<file path="src/rtl/deque_drv_pkg.sv">
// Shared definitions for the dual-deque command driver.
// Holds the command opcodes, the driver FSM state encoding and the
// data byte returned when a POP targets an empty deque.
package deque_drv_pkg;

  localparam logic [1:0] OP_STATUS = 2'b00;
  localparam logic [1:0] OP_PUSH   = 2'b01;
  localparam logic [1:0] OP_POP    = 2'b10;

  localparam logic [7:0] POP_EMPTY_DATA = 8'h00;

  typedef enum logic [2:0] {
    IDLE,
    GETD,
    ISSUE,
    WAIT,
    RESP
  } state_t;

endpackage

</file>
<file path="src/rtl/deque_drv_rsp_slot.sv">
// Single-entry response holding register.
// Ports:
//   clk, rst         clock, asynchronous active-high reset
//   load             capture load_data/load_err and raise rsp_valid
//   load_data[7:0]   response byte to hold
//   load_err         error flag to hold
//   rsp_ready        consumer accepts the held response
//   rsp_valid        a response is held
//   rsp_data[7:0]    held response byte (stable while rsp_valid)
//   rsp_err          held error flag (stable while rsp_valid)
module deque_drv_rsp_slot (
  input  logic       clk,
  input  logic       rst,
  input  logic       load,
  input  logic [7:0] load_data,
  input  logic       load_err,
  input  logic       rsp_ready,
  output logic       rsp_valid,
  output logic [7:0] rsp_data,
  output logic       rsp_err
);

  logic       valid_reg;
  logic [7:0] data_reg;
  logic       err_reg;

  always_ff @(posedge clk or posedge rst) begin
    if (rst) begin
      valid_reg <= 1'b0;
      data_reg  <= 8'h00;
      err_reg   <= 1'b0;
    end else begin
      if (load) begin
        valid_reg <= 1'b1;
        data_reg  <= load_data;
        err_reg   <= load_err;
      end else if (valid_reg && rsp_ready) begin
        valid_reg <= 1'b0;
      end
    end
  end

  assign rsp_valid = valid_reg;
  assign rsp_data  = data_reg;
  assign rsp_err   = err_reg;

endmodule

</file>
<file path="src/rtl/deque_cmd_driver.sv">
// Byte-command initiator for the dual-deque block.
// Accepts command bytes (a PUSH is followed by its data byte), issues
// single-cycle push/pop strobes with deque/end selects, captures popped
// data POP_LAT cycles after the pop strobe and returns result bytes.
// Optional feature macro: DEQUE_DRV_PUSH_ACK_EN
//   defined   : every PUSH returns a response (pushed byte, err=1 if full);
//               ovf is tied 0
//   undefined : PUSH never responds; push-to-full sets sticky ovf, cleared
//               by STATUS or reset
// Ports:
//   clk, rst                        clock, asynchronous active-high reset
//   cmd_valid/cmd_ready/cmd_data    command byte channel
//   rsp_valid/rsp_ready/rsp_data    response byte channel, rsp_err flag
//   dq_deque_sel, dq_end_sel        deque and end selects to dual_deque
//   dq_push, dq_pop, dq_wdata       strobes and write data to dual_deque
//   dq_rdata                        read data from dual_deque
//   dq_d0/d1_empty/full             deque status flags
//   ovf                             sticky push-to-full flag
module deque_cmd_driver
  import deque_drv_pkg::*;
#(
  parameter int POP_LAT = 1
) (
  input  logic       clk,
  input  logic       rst,
  input  logic       cmd_valid,
  output logic       cmd_ready,
  input  logic [7:0] cmd_data,
  output logic       rsp_valid,
  input  logic       rsp_ready,
  output logic [7:0] rsp_data,
  output logic       rsp_err,
  output logic       dq_deque_sel,
  output logic       dq_end_sel,
  output logic       dq_push,
  output logic       dq_pop,
  output logic [7:0] dq_wdata,
  input  logic [7:0] dq_rdata,
  input  logic       dq_d0_empty,
  input  logic       dq_d0_full,
  input  logic       dq_d1_empty,
  input  logic       dq_d1_full,
  output logic       ovf
);

  state_t     state_reg, state_next;
  logic [7:0] cmd_reg;
  logic [7:0] wdata_reg;
  logic [1:0] cnt_reg;
  logic       cmd_ready_reg;

  logic       handshake;
  logic [1:0] op;
  logic       sel_empty, sel_full;
  logic [7:0] status_byte;
  logic       load;
  logic [7:0] load_data;
  logic       load_err;
`ifndef DEQUE_DRV_PUSH_ACK_EN
  logic       ovf_reg;
  logic       ovf_set, ovf_clr;
`endif

  assign handshake   = cmd_valid && cmd_ready_reg;
  assign op          = cmd_reg[7:6];
  assign sel_empty   = cmd_reg[5] ? dq_d1_empty : dq_d0_empty;
  assign sel_full    = cmd_reg[5] ? dq_d1_full  : dq_d0_full;
  assign status_byte = {4'b0000, dq_d1_full, dq_d1_empty, dq_d0_full, dq_d0_empty};

  // cmd_ready is registered from the next state so it is low while in reset
  // and during the first cycle after release.
  always_ff @(posedge clk or posedge rst) begin
    if (rst) begin
      state_reg     <= IDLE;
      cmd_reg       <= 8'h00;
      wdata_reg     <= 8'h00;
      cnt_reg       <= 2'd0;
      cmd_ready_reg <= 1'b0;
    end else begin
      state_reg     <= state_next;
      cmd_ready_reg <= (state_next == IDLE) || (state_next == GETD);
      if (state_reg == IDLE && handshake) cmd_reg <= cmd_data;
      if (state_reg == GETD && handshake) wdata_reg <= cmd_data;
      // cnt_reg counts cycles elapsed since the pop strobe.
      if (state_reg == ISSUE) cnt_reg <= 2'd1;
      else if (state_reg == WAIT) cnt_reg <= cnt_reg + 2'd1;
    end
  end

  always_comb begin
    state_next = state_reg;
    dq_push    = 1'b0;
    dq_pop     = 1'b0;
    load       = 1'b0;
    load_data  = 8'h00;
    load_err   = 1'b0;
`ifndef DEQUE_DRV_PUSH_ACK_EN
    ovf_set    = 1'b0;
    ovf_clr    = 1'b0;
`endif
    case (state_reg)
      IDLE: begin
        if (handshake) state_next = (cmd_data[7:6] == OP_PUSH) ? GETD : ISSUE;
      end
      GETD: begin
        if (handshake) state_next = ISSUE;
      end
      ISSUE: begin
        case (op)
          OP_PUSH: begin
            dq_push = !sel_full;
`ifdef DEQUE_DRV_PUSH_ACK_EN
            load       = 1'b1;
            load_data  = wdata_reg;
            load_err   = sel_full;
            state_next = RESP;
`else
            ovf_set    = sel_full;
            state_next = IDLE;
`endif
          end
          OP_POP: begin
            if (sel_empty) begin
              load       = 1'b1;
              load_data  = POP_EMPTY_DATA;
              load_err   = 1'b1;
              state_next = RESP;
            end else begin
              dq_pop = 1'b1;
              if (POP_LAT == 0) begin
                load       = 1'b1;
                load_data  = dq_rdata;
                state_next = RESP;
              end else begin
                state_next = WAIT;
              end
            end
          end
          OP_STATUS: begin
            load       = 1'b1;
            load_data  = status_byte;
`ifndef DEQUE_DRV_PUSH_ACK_EN
            ovf_clr    = 1'b1;
`endif
            state_next = RESP;
          end
          default: begin
            load       = 1'b1;
            load_data  = cmd_reg;
            load_err   = 1'b1;
            state_next = RESP;
          end
        endcase
      end
      WAIT: begin
        if (cnt_reg == 2'(POP_LAT)) begin
          load       = 1'b1;
          load_data  = dq_rdata;
          state_next = RESP;
        end
      end
      RESP: begin
        if (rsp_valid && rsp_ready) state_next = IDLE;
      end
      default: state_next = IDLE;
    endcase
  end

  // Selects only carry the latched command while a strobe is being issued
  // or its read data is pending.
  assign dq_deque_sel = (state_reg == ISSUE || state_reg == WAIT) ? cmd_reg[5] : 1'b0;
  assign dq_end_sel   = (state_reg == ISSUE || state_reg == WAIT) ? cmd_reg[4] : 1'b0;
  assign dq_wdata     = dq_push ? wdata_reg : 8'h00;
  assign cmd_ready    = cmd_ready_reg;

`ifdef DEQUE_DRV_PUSH_ACK_EN
  assign ovf = 1'b0;
`else
  always_ff @(posedge clk or posedge rst) begin
    if (rst) ovf_reg <= 1'b0;
    else if (ovf_set) ovf_reg <= 1'b1;
    else if (ovf_clr) ovf_reg <= 1'b0;
  end
  assign ovf = ovf_reg;
`endif

  deque_drv_rsp_slot u_rsp_slot (
    .clk       (clk),
    .rst       (rst),
    .load      (load),
    .load_data (load_data),
    .load_err  (load_err),
    .rsp_ready (rsp_ready),
    .rsp_valid (rsp_valid),
    .rsp_data  (rsp_data),
    .rsp_err   (rsp_err)
  );

endmodule

</file>
<file path="config.mk">
export PLATFORM = sky130hd
export DESIGN_NAME = deque_cmd_driver
export DESIGN_NICKNAME = d
export VERILOG_FILES = /design/src/rtl/deque_drv_pkg.sv /design/src/rtl/deque_drv_rsp_slot.sv /design/src/rtl/deque_cmd_driver.sv
export SDC_FILE = /design/constraint.sdc
export NUM_CORES = 1
export LEC_CHECK = 0
export BUFFER_PORTS_ARGS = -buffer_cell sky130_fd_sc_hd__buf_4
export CAP_MARGIN = 15
export CORE_MARGIN = 1
export CORE_UTILIZATION = 50
export DETAILED_ROUTE_END_ITERATION = 6
export GPL_ROUTABILITY_DRIVEN = 1
export PLACE_DENSITY = 0.77
export SETUP_SLACK_MARGIN = 0.1
export SYNTH_ARGS = -nofsm -noshare
export SYNTH_HDL_FRONTEND = slang
export SYNTH_HIERARCHICAL = 1
export SYNTH_SLANG_ARGS = --single-unit
</file>
<file path="constraint.sdc">
create_clock -name clk -period 2.14 [get_ports clk]
set_clock_uncertainty 0.1 [all_clocks]
set_input_delay 0.428 -clock clk [delete_from_list [all_inputs] [get_ports clk]]
set_output_delay 0.428 -clock clk [all_outputs]
set_load 0.01 [all_outputs]
</file>
==> summary.md <==
| Metric | Value |
|---|---|
| Status | `complete, but fails checks` |
| Failing checks | `setup timing` |
| Total GRT Usage | `0.226` |
| Wire length per cell | `15.6 um` |
| Final min period | `2.15 ns` |
| Slack of the critical path | `-0.0117 ns` |
| FF-to-FF path depth | `8` |
| Core Region | `~0.0033 mm^2` |
| Maximum clock path buffer count | `2` |
| Post-synth top area cell | `dfrtp_1` |
| P per Cell Area | `between 1000 and 1500 mW/mm^2` |
| Slowest-stage cell, CP | `dfrtp_2` |
| Gpl congestion | `0.764` |
| Global-route wire length before repair | `slightly above 6 mm` |
| Leakage | `1.23 nW` |
| Fillers | `~220` |
| Critical Path RT | `approximately 1.6 ns` |
| Cell Area, Synth | `about 0.0018 mm^2` |
| Largest stage delay, worst path | `between 0.4 and 0.5 ns` |
| Area delta synth->final | `41.7%` |
| Crit-path leading delay family | `simple AND/OR/NAND/NOR gates` |
| Most common cell after layout, fill and taps aside | `buf_4` |
| Hold Path Cell Cnt | `3` |
| Syn nets | `182` |
| Final hold violation count | `0` |
| # diodes | `0` |
| Levels on crit path | `6` |
| # IOs | `48` |
| Crit path buffers/inverters | `2` |
| Period Utilization, post-route | `1.01` |
| H-tree levels | `2` |
| DRC Markers | `0` |
| Row count | `21` |
| Crit-path max FO | `4` |
| Vias in the first global route | `1,364` |
| Max Slew Vio Count | `0` |
| Total CTS buffers | `5` |
| 1st-pass router iterations | `4` |
| Sequential fraction of the synthesis area | `0.471` |
| Worst min-delay path class | `primary input to flop` |
| Total Wirelength | `around 4.2 mm` |
| Share of cells above drive strength 1 | `0.554` |
| Via density | `about 5.2` |
| Antenna violations before repair | `0` |
| Crit path launch type | `flop` |
| Initial Util | `0.525` |
| Half-perimeter wire length after detailed placement | `2.87 mm` |
| Die width | `between 60 and 70 um` |
| ANT nets after route | `0` |
| Worst-path cell chain | `nor3b_4, nand2_2, nor2_4, buf_6, and2_4, buf_6` |
| Port Buffers | `47` |
| Yosys top cell area share | `0.471` |
| Max Cap Viol | `0` |
| Root Buffer | `clkbuf_4` |
| Clk slew on worst S/H paths | `about 0.1 ns` |
| Clk sinks | `33` |
| Final setup fails | `4` |
| TNS Setup | `-0.0278 ns` |
| DR vias | `around 1,400` |
| Netlist cell types | `36` |
| Achievable Freq | `around 460 MHz` |
| Largest net degree at the start of global routing | `24` |
| Commonest cells after routing, fill and taps aside | `52 x buf_4, 31 x dfrtp_1, 15 x mux2_4` |
| Peak VDD IR | `about 0.70 mV` |
| Measured slew at the worst slew-check pin | `roughly 0.35 ns` |
| DRT iter0 DRCs | `65` |
| Clk Latency, worst-skew pair | `around 0.33 ns` |
| CP arrival | `1.62 ns` |
| CP endpoint kind | `output port` |
| RSZ-0062 raised after global routing | `true` |
| Syn Area/Cell | `around 12 um^2` |
| #FFs+latches synth | `33` |
| Setup CP Type | `flop to output port` |
| Yosys warnings | `6` |
| Layout Utilization | `0.744` |
| GR Overflow Total | `0` |
| CTS tree | `built` |
| Die area | `between 0.003 and 0.004 mm^2` |
| Cells after Synth | `between 150 and 200` |
| Rel. slew slack | `0.767` |
| Most used cell along the critical path | `buf_6` |
| Final nets | `between 200 and 300` |
| DIE HEIGHT | `~61 um` |
| Top post-synthesis cells by area | `dfrtp_1 47%, mux2_4 13%, mux2_2 5.1%` |
## path summary, 6_finish.rpt
check	from	to	slack, ns
setup reg to reg	cmd_reg[7]	u_rsp_slot/rsp_data[6]	0.17
hold / removal	cmd_data[7]	cmd_reg[7]	0.22
min in group asynchronous	rst	u_rsp_slot/rsp_data[5]	0.52
hold reg to reg	wdata_reg[2]	wdata_reg[2]	0.42
setup / recovery	state_reg[2]	dq_wdata[1]	-0.01
max in group asynchronous	rst	state_reg[2]	1.10
## routing by layer
| layer | track usage | vias up | share of wire |
|---|---|---|---|
| met1 | 0.281 | 692 | 0.43 |
| met2 | 0.379 | 41 | 0.51 |
| met3 | 0.0609 | 8 | 0.048 |
| met4 | 0.0747 | 0 | 0.013 |
| li1 | - | 665 | - |
| met5 | 0 | - | 0 |
## through the flow
stage	cell area, um^2	hold slack [ns]	worst slack, ns	instances	power [mW]
6_report	2480	0.225	-0.0117	268	2.98
5_1_grt	2480	0.209	-0.100	268	3.18
4_1_cts	2360	0.216	-0.00511	265	2.87
3_5_place_dp	2170	0.326	0.0649	246	2.26
3_3_place_gp	2170	0.317	0.182	246	2.21
2_1_floorplan	1750	0.168	0.335	152	1.85
## timing repair
action	CTS	global route
hold endpoints to repair	10	0
cloned	0	1
pin swaps	3	12
setup buffers	10	2
endpoints found under the setup margin	19	19
hold buffers	1	0
gates resized for setup	12	31
## synth_stat cells (all sizes together)
cell and instances:
nand2 14, a32o 1, or2 1, dfrtp 33, nor3 4, a22oi 4
nor2 2, nor2b 4, and2b 1, o21ai 11, o31a 1, nor3b 2
a22o 4, or4 1, buf 5, mux2i 1, and4b 1, inv 12
and4bb 1, mux2 23, nand3b 1, o21a 1, nand2b 2, a21o 1
and3 1, ha 6, a211oi 2, and2 11, nand3 1
## tightest hold or removal path: stages
cell     delay (ns)
buf_4          0.09
nand2_1        0.04
o21ai_0        0.07
## where the power goes
part	switching, mW	internal [mW]
Clock	0.210	0.279
Combinational	0.615	0.791
Sequential	0.187	0.903
## final cells by class
type                       count  area [um^2]  share of cell area
inverter                      12         45.0              0.0181
tap                           46         57.6              0.0232
timing repair inverter         1         5.00             0.00202
clock inverter                 1         30.0              0.0121
clock buffer                   7         55.1              0.0222
timing repair buffer          66          547               0.220
sequential                    33          828               0.334
multi-input combinational    102          916               0.369
## cell families after synthesis
kind of cell | after synthesis | share of synthesized area
AOI/OAI and AO/OA | 25 | 0.0971
adders and majority gates | 6 | 0.0428
buffers and inverters | 17 | 0.0471
DFF | 33 | 0.471
muxes | 24 | 0.186
and+or+nand+nor | 47 | 0.156
(Power assumes the default switching activity.)
